### src/rtl/load_store_unit.sv
// Load/store initiator for a word-wide data memory: one access at a time, big-endian lanes,
// sign/zero extension on loads and read-modify-write for byte/halfword stores.
module load_store_unit (
    input  logic        clock,
    input  logic        reset,
    input  logic        req_valid,
    input  logic [3:0]  req_op,
    input  logic [31:0] req_addr,
    input  logic [31:0] req_wdata,
    output logic        ready,
    output logic        done,
    output logic        err,
    output logic [31:0] rdata,
    output logic        mem_ren,
    output logic        mem_wen,
    output logic [31:0] mem_addr,
    output logic [31:0] mem_din,
    input  logic [31:0] mem_dout
);

    typedef enum logic [1:0] {StIdle, StRd, StWr, StResp} state_e;

    state_e      state_q, state_d;
    logic [3:0]  op_q, op_d;
    logic [1:0]  off_q, off_d;
    logic [15:0] wdata_q, wdata_d;
    logic        ready_q, ready_d;
    logic        done_q, done_d;
    logic        err_q, err_d;
    logic        ren_q, ren_d;
    logic        wen_q, wen_d;
    logic [31:0] rdata_q, rdata_d;
    logic [31:0] maddr_q, maddr_d;
    logic [31:0] mdin_q, mdin_d;

    logic accept, req_bad, req_word_store;

    // op = {store, unsigned, size[1:0]}
    function automatic logic [31:0] load_extend(input logic [31:0] word, input logic [1:0] off,
                                                input logic [1:0] size, input logic uns);
        logic [7:0]  b;
        logic [15:0] h;
        logic [31:0] r;
        case (off)
            2'd0:    b = word[31:24];
            2'd1:    b = word[23:16];
            2'd2:    b = word[15:8];
            default: b = word[7:0];
        endcase
        h = off[1] ? word[15:0] : word[31:16];
        case (size)
            2'b00:   r = uns ? {24'b0, b} : {{24{b[7]}}, b};
            2'b01:   r = uns ? {16'b0, h} : {{16{h[15]}}, h};
            default: r = word;
        endcase
        return r;
    endfunction

    function automatic logic [31:0] store_merge(input logic [31:0] word, input logic [1:0] off,
                                                input logic [1:0] size, input logic [15:0] wd);
        logic [31:0] r;
        r = word;
        if (size == 2'b00) begin
            case (off)
                2'd0:    r[31:24] = wd[7:0];
                2'd1:    r[23:16] = wd[7:0];
                2'd2:    r[15:8]  = wd[7:0];
                default: r[7:0]   = wd[7:0];
            endcase
        end else if (off[1]) begin
            r[15:0] = wd;
        end else begin
            r[31:16] = wd;
        end
        return r;
    endfunction

    always_comb begin
        accept = ready_q && req_valid;
        case (req_op[1:0])
            2'b00:   req_bad = 1'b0;
            2'b01:   req_bad = req_addr[0];
            2'b10:   req_bad = |req_addr[1:0];
            default: req_bad = 1'b1;
        endcase
        req_word_store = req_op[3] && (req_op[1:0] == 2'b10);
    end

    always_ff @(posedge clock) begin
        if (!reset) state_q <= StIdle;
        else        state_q <= state_d;
    end

    always_comb begin
        state_d = state_q;
        unique case (state_q)
            StIdle: begin
                if (accept) begin
                    if (req_bad)             state_d = StResp;
                    else if (req_word_store) state_d = StWr;
                    else                     state_d = StRd;
                end
            end
            StRd:    state_d = op_q[3] ? StWr : StResp;
            StWr:    state_d = StResp;
            default: state_d = StIdle;
        endcase
    end

    // Strobes are registered from the next state so every output is a flop.
    always_comb begin
        op_d    = op_q;
        off_d   = off_q;
        wdata_d = wdata_q;
        rdata_d = rdata_q;
        maddr_d = maddr_q;
        mdin_d  = mdin_q;
        err_d   = 1'b0;
        ren_d   = (state_d == StRd);
        wen_d   = (state_d == StWr);
        done_d  = (state_d == StResp);
        ready_d = (state_d == StIdle);
        unique case (state_q)
            StIdle: begin
                if (accept) begin
                    op_d    = req_op;
                    off_d   = req_addr[1:0];
                    wdata_d = req_wdata[15:0];
                    maddr_d = {2'b00, req_addr[31:2]};
                    if (req_bad) begin
                        err_d   = 1'b1;
                        rdata_d = '0;
                    end else if (req_word_store) begin
                        mdin_d = req_wdata;
                    end
                end
            end
            StRd: begin
                if (op_q[3]) mdin_d  = store_merge(mem_dout, off_q, op_q[1:0], wdata_q);
                else         rdata_d = load_extend(mem_dout, off_q, op_q[1:0], op_q[2]);
            end
            StWr:    rdata_d = '0;
            default: ;
        endcase
    end

    always_ff @(posedge clock) begin
        if (!reset) begin
            op_q    <= '0;
            off_q   <= '0;
            wdata_q <= '0;
            ready_q <= 1'b0;
            done_q  <= 1'b0;
            err_q   <= 1'b0;
            ren_q   <= 1'b0;
            wen_q   <= 1'b0;
            rdata_q <= '0;
            maddr_q <= '0;
            mdin_q  <= '0;
        end else begin
            op_q    <= op_d;
            off_q   <= off_d;
            wdata_q <= wdata_d;
            ready_q <= ready_d;
            done_q  <= done_d;
            err_q   <= err_d;
            ren_q   <= ren_d;
            wen_q   <= wen_d;
            rdata_q <= rdata_d;
            maddr_q <= maddr_d;
            mdin_q  <= mdin_d;
        end
    end

    assign ready    = ready_q;
    assign done     = done_q;
    assign err      = err_q;
    assign rdata    = rdata_q;
    assign mem_ren  = ren_q;
    assign mem_wen  = wen_q;
    assign mem_addr = maddr_q;
    assign mem_din  = mdin_q;

endmodule

### config.mk
export PLATFORM = sky130hd
export DESIGN_NAME = load_store_unit
export DESIGN_NICKNAME = d
export VERILOG_FILES = /design/src/rtl/load_store_unit.sv
export SDC_FILE = /design/constraint.sdc
export NUM_CORES = 1
export LEC_CHECK = 0
export ABC_AREA = 1
export BUFFER_PORTS_ARGS = -buffer_cell sky130_fd_sc_hd__buf_4
export CAP_MARGIN = 20
export CORE_UTILIZATION = 30
export DETAILED_ROUTE_END_ITERATION = 16
export GPL_TIMING_DRIVEN = 0
export SLEW_MARGIN = 5
export SYNTH_ARGS = -nofsm -noshare
export SYNTH_HDL_FRONTEND = slang
export SYNTH_SLANG_ARGS = --single-unit
### constraint.sdc
create_clock -name clock -period 2 [get_ports clock]
set_input_delay 0.5 -clock clock [delete_from_list [all_inputs] [get_ports clock]]
set_output_delay 0.5 -clock clock [all_outputs]
set_load 0.02 [all_outputs]
==> reports/metrics.csv <==
stage;metric;value;unit
sta;Fin Clk Skew;8.83;ps
setup_path;crit path buf inv count;3;
cts;H-tree levels;4;
routing;drt wl/cell;15.4;um
synth;fraction of the yosys area taken by sequential cells;35.0;%
sta;min Tclk post-route;1850;ps
sta;relative slew slack;45.1;%
setup_path;Crit path arrival time;2140;ps
cells_and_area;multi-input logic area;3810;sq um
grt;vias in the first global route;7438;
synth;asr flop ratio synth;0;%
sta;setup TNS;0;ps
setup_path;Worst path top cell family by delay;buffers and inverters;
place;Placed Instance Area;8940;sq um
floorplan;Initial Util;30.8;%
sta;measured slew at the worst slew-check pin;824;ps
sta;Max Freq;0.540;GHz
setup_path;reg2reg setup slack;150;ps
sta;Hold Fails Final Rpt;0;
setup_path;reg2reg start;state_q[0];
hold_path;Min-Delay Path Class;input pin to register;
routing;antenna viol nets, final;0;
cts;worst-skew pair later-pin latency;420;ps
cts;CTS tree;yes;
synth;number of synthesized register bits;123;
synth;count of cell types in the netlist;30;
grt;pin count of the biggest net entering global routing;17;
cts;Root Driver;clkbuf_16;
cells_and_area;FF/Latch Area;2460;sq um
place;pre-CTS setup slack;-108;ps
cts;largest buffer count on any clock path;2;
setup_path;Reg-to-Reg End;mem_din[12];
sta;part of the cycle the worst path needs;92.6;%
routing;Pre-Repair DR Iteration Count;7;
setup_path;cell-by-cell trace of the critical path;inv_1 -> ha_2 -> nand2_1 -> nand2_1 -> inv_1 -> nand2_1 -> a21oi_4 -> buf_2 -> nand2_1 -> nand2_1 -> nor2_1;
cts;Clk pin slew, worst setup/hold paths;60;ps
power_and_ir_drop;worst vdd ir;0.564;mV
routing;drt initial violations;458;
sta;final setup violation count;0;
synth;Synth Instances;1160;
power_and_ir_drop;PwrDens;1360;nW/um^2
setup_path;critical path depth;11;
place;Post-DP HPWL;20600;um
setup_path;slowest CP cell;dfxtp_1;
grt;gr usage total;22.2;%
floorplan;Rows;55;
place;GPL Wtd Cong;0.968;
routing;# DRC;0;
cts;Post-CTS Hold Fix Bufs;0;
setup_path;CP endpoint kind;register;
cells_and_area;NumNets Final;1488;
sta;Pins Over Slew Limit;0;
routing;total wire length;26300;um
cts;TritonCTS buffer count;17;
routing;Vias;7860;
cts;CTS Sinks;123;
setup_path;slowest stage delay, CP;380;ps
setup_path;crit path from;state_q[0];
sta;final worst slack;148;ps
cells_and_area;share of layout cells above drive strength 1;24.7;%
place;post-placement cell count;1675;
synth;ys flop type;dfxtp_1;
setup_path;crit path to;mem_din[12];
setup_path;WS Path Type;register to register;
run_status;run status;complete, no violations;
routing;DR vias/cell;4.60;
floorplan;total core area;22800;sq um
synth;Mapped Area;7040;sq um
floorplan;die width;155;um
floorplan;Top Ports;204;
setup_path;Reg2Reg Depth;11;
floorplan;Die ar.;24100;sq um
floorplan;Die Ht;155;um
grt;initial antenna violation count;0;
setup_path;Worst EP required;2290;ps
place;input/output buffers;201;
power_and_ir_drop;Lkg Pwr;4.85;nW
cells_and_area;Diodes inserted;0;
job;max_cap viols;0;
cells_and_area;Layout Utilization;41.9;%
synth;Post-Syn Area per Cell;6.07;sq um
synth;number of synthesized flops with an enable pin;0;
cells_and_area;layout filler cell count;2504;
cells_and_area;Final Cell Area;9570;sq um
grt;first-pass GRT wire length;40400;um
cells_and_area;Layout area overhead;35.9;%
setup_path;Max FO, Critical Path;10;
setup_path;crit path launch type;register;
grt;total grt overflow;0;
setup_path;Worst path most repeated cell;nand2_1;
cells_and_area;final non-filler cell total;1707;
synth;Warnings, synthesis;0;
-- cell families (layout without fill, tap and decap cells) --
logic type / Yosys count / in the layout / share of synthesized area [%]
compound gates: 180 / 180 / 13.4
fa+ha+maj: 4 / 4 / 0.711
other cells: 1 / 2 / 0.0533
simple gates: 667 / 667 / 39.7
flops: 123 / 123 / 35.0
buf+inv: 185 / 418 / 11.1
-- state kept, by name (all words and copies together), names as in the netlist --
register	flops
rdata	32
off_q	2
mem_ren	1
err	1
mem_din	32
done	1
state_q	2
ready	1
op_q	4
mem_wen	1
mem_addr	30
wdata_q	16
-- worst min-delay path: cells and delay by family --
kind	cells	cell delay, ps
and+or+nand+nor	2	110
buffers and inverters	1	80
-- layout by cell type (no fill, tap or decap), drive strengths merged --
| cell | count |
|---|---|
| or2 | 32 |
| buf | 236 |
| inv | 118 |
| o22ai | 1 |
| nor3 | 2 |
| nand3 | 72 |
| nand4 | 1 |
| a21oi | 87 |
| o21ai | 92 |
| nand2 | 418 |
| ha | 4 |
| nor2 | 142 |
| clkinvlp | 2 |
| clkinv | 4 |
| clkbuf | 56 |
| dfxtp | 123 |
| conb | 2 |
| bufinv | 2 |
-- worst min path at each step --
stage,startpoint,endpoint,cells past startpoint
after floorplan,op_q[3],op_q[3],2
after global placement,rdata[19],rdata[19],2
after detailed placement,rdata[15],rdata[15],2
after CTS,req_addr[17],mem_addr[15],3
after global routing,req_addr[15],mem_addr[13],3
final,req_addr[2],mem_addr[0],3
-- routing by layer --
layer,global-route usage [%],vias up,wire (um),share of wire [%]
met2,36.1,290,12000,46
li1,-,4028,-,-
met4,7.50,0,638,2.4
met3,5.88,32,1940,7.4
met5,0,-,0,0
met1,28.2,3510,11700,45
-- per-stage QoR --
stage                     hold slack, ps  power, W
after detailed placement             459   0.00983
after global placement               455   0.00979
final                                302    0.0130
after floorplan                      444   0.00762
after CTS                            286    0.0131
after global routing                 293    0.0140
-- cell type report --
class	instances	area share [%]
multi-input cells	853	39.8
clock buffers	21	4.92
well taps	313	4.09
clock inverters	11	1.39
flip-flops and latches	123	25.7
inverters	115	4.54
repair buffers	201	15.8
plain buffers	70	3.71
-- where the power goes --
group | leakage, nW | internal [W] | switching, W
Sequential | 1.00 | 0.00307 | 0.000314
Clock | 0.291 | 0.00195 | 0.00122
Combinational | 3.56 | 0.00229 | 0.00419
Total | 4.85 | 0.00732 | 0.00572
-- cells in the mapped netlist, types with 11 or more instances --
master      n  share of area [%]
inv_1     107                5.7
dfxtp_1   123                 35
a21oi_2    11                1.4
buf_2      25                1.8
nand3_1    70                5.0
or2_2      32                2.8
nand2_1   403                 21
a21oi_1    76                5.4
nor2_1    136                7.3
nand2_2    13                1.2
clkbuf_1   33                1.8
o21ai_0    80                5.7
o21ai_1    12               0.85
-- what timing repair did --
item                                    in CTS  in global routing
gates resized for setup                      1                  9
buffers inserted                             0                  0
endpoints found under the setup margin       8                 46
No activity file was read; power rests on OpenSTA's default activity.
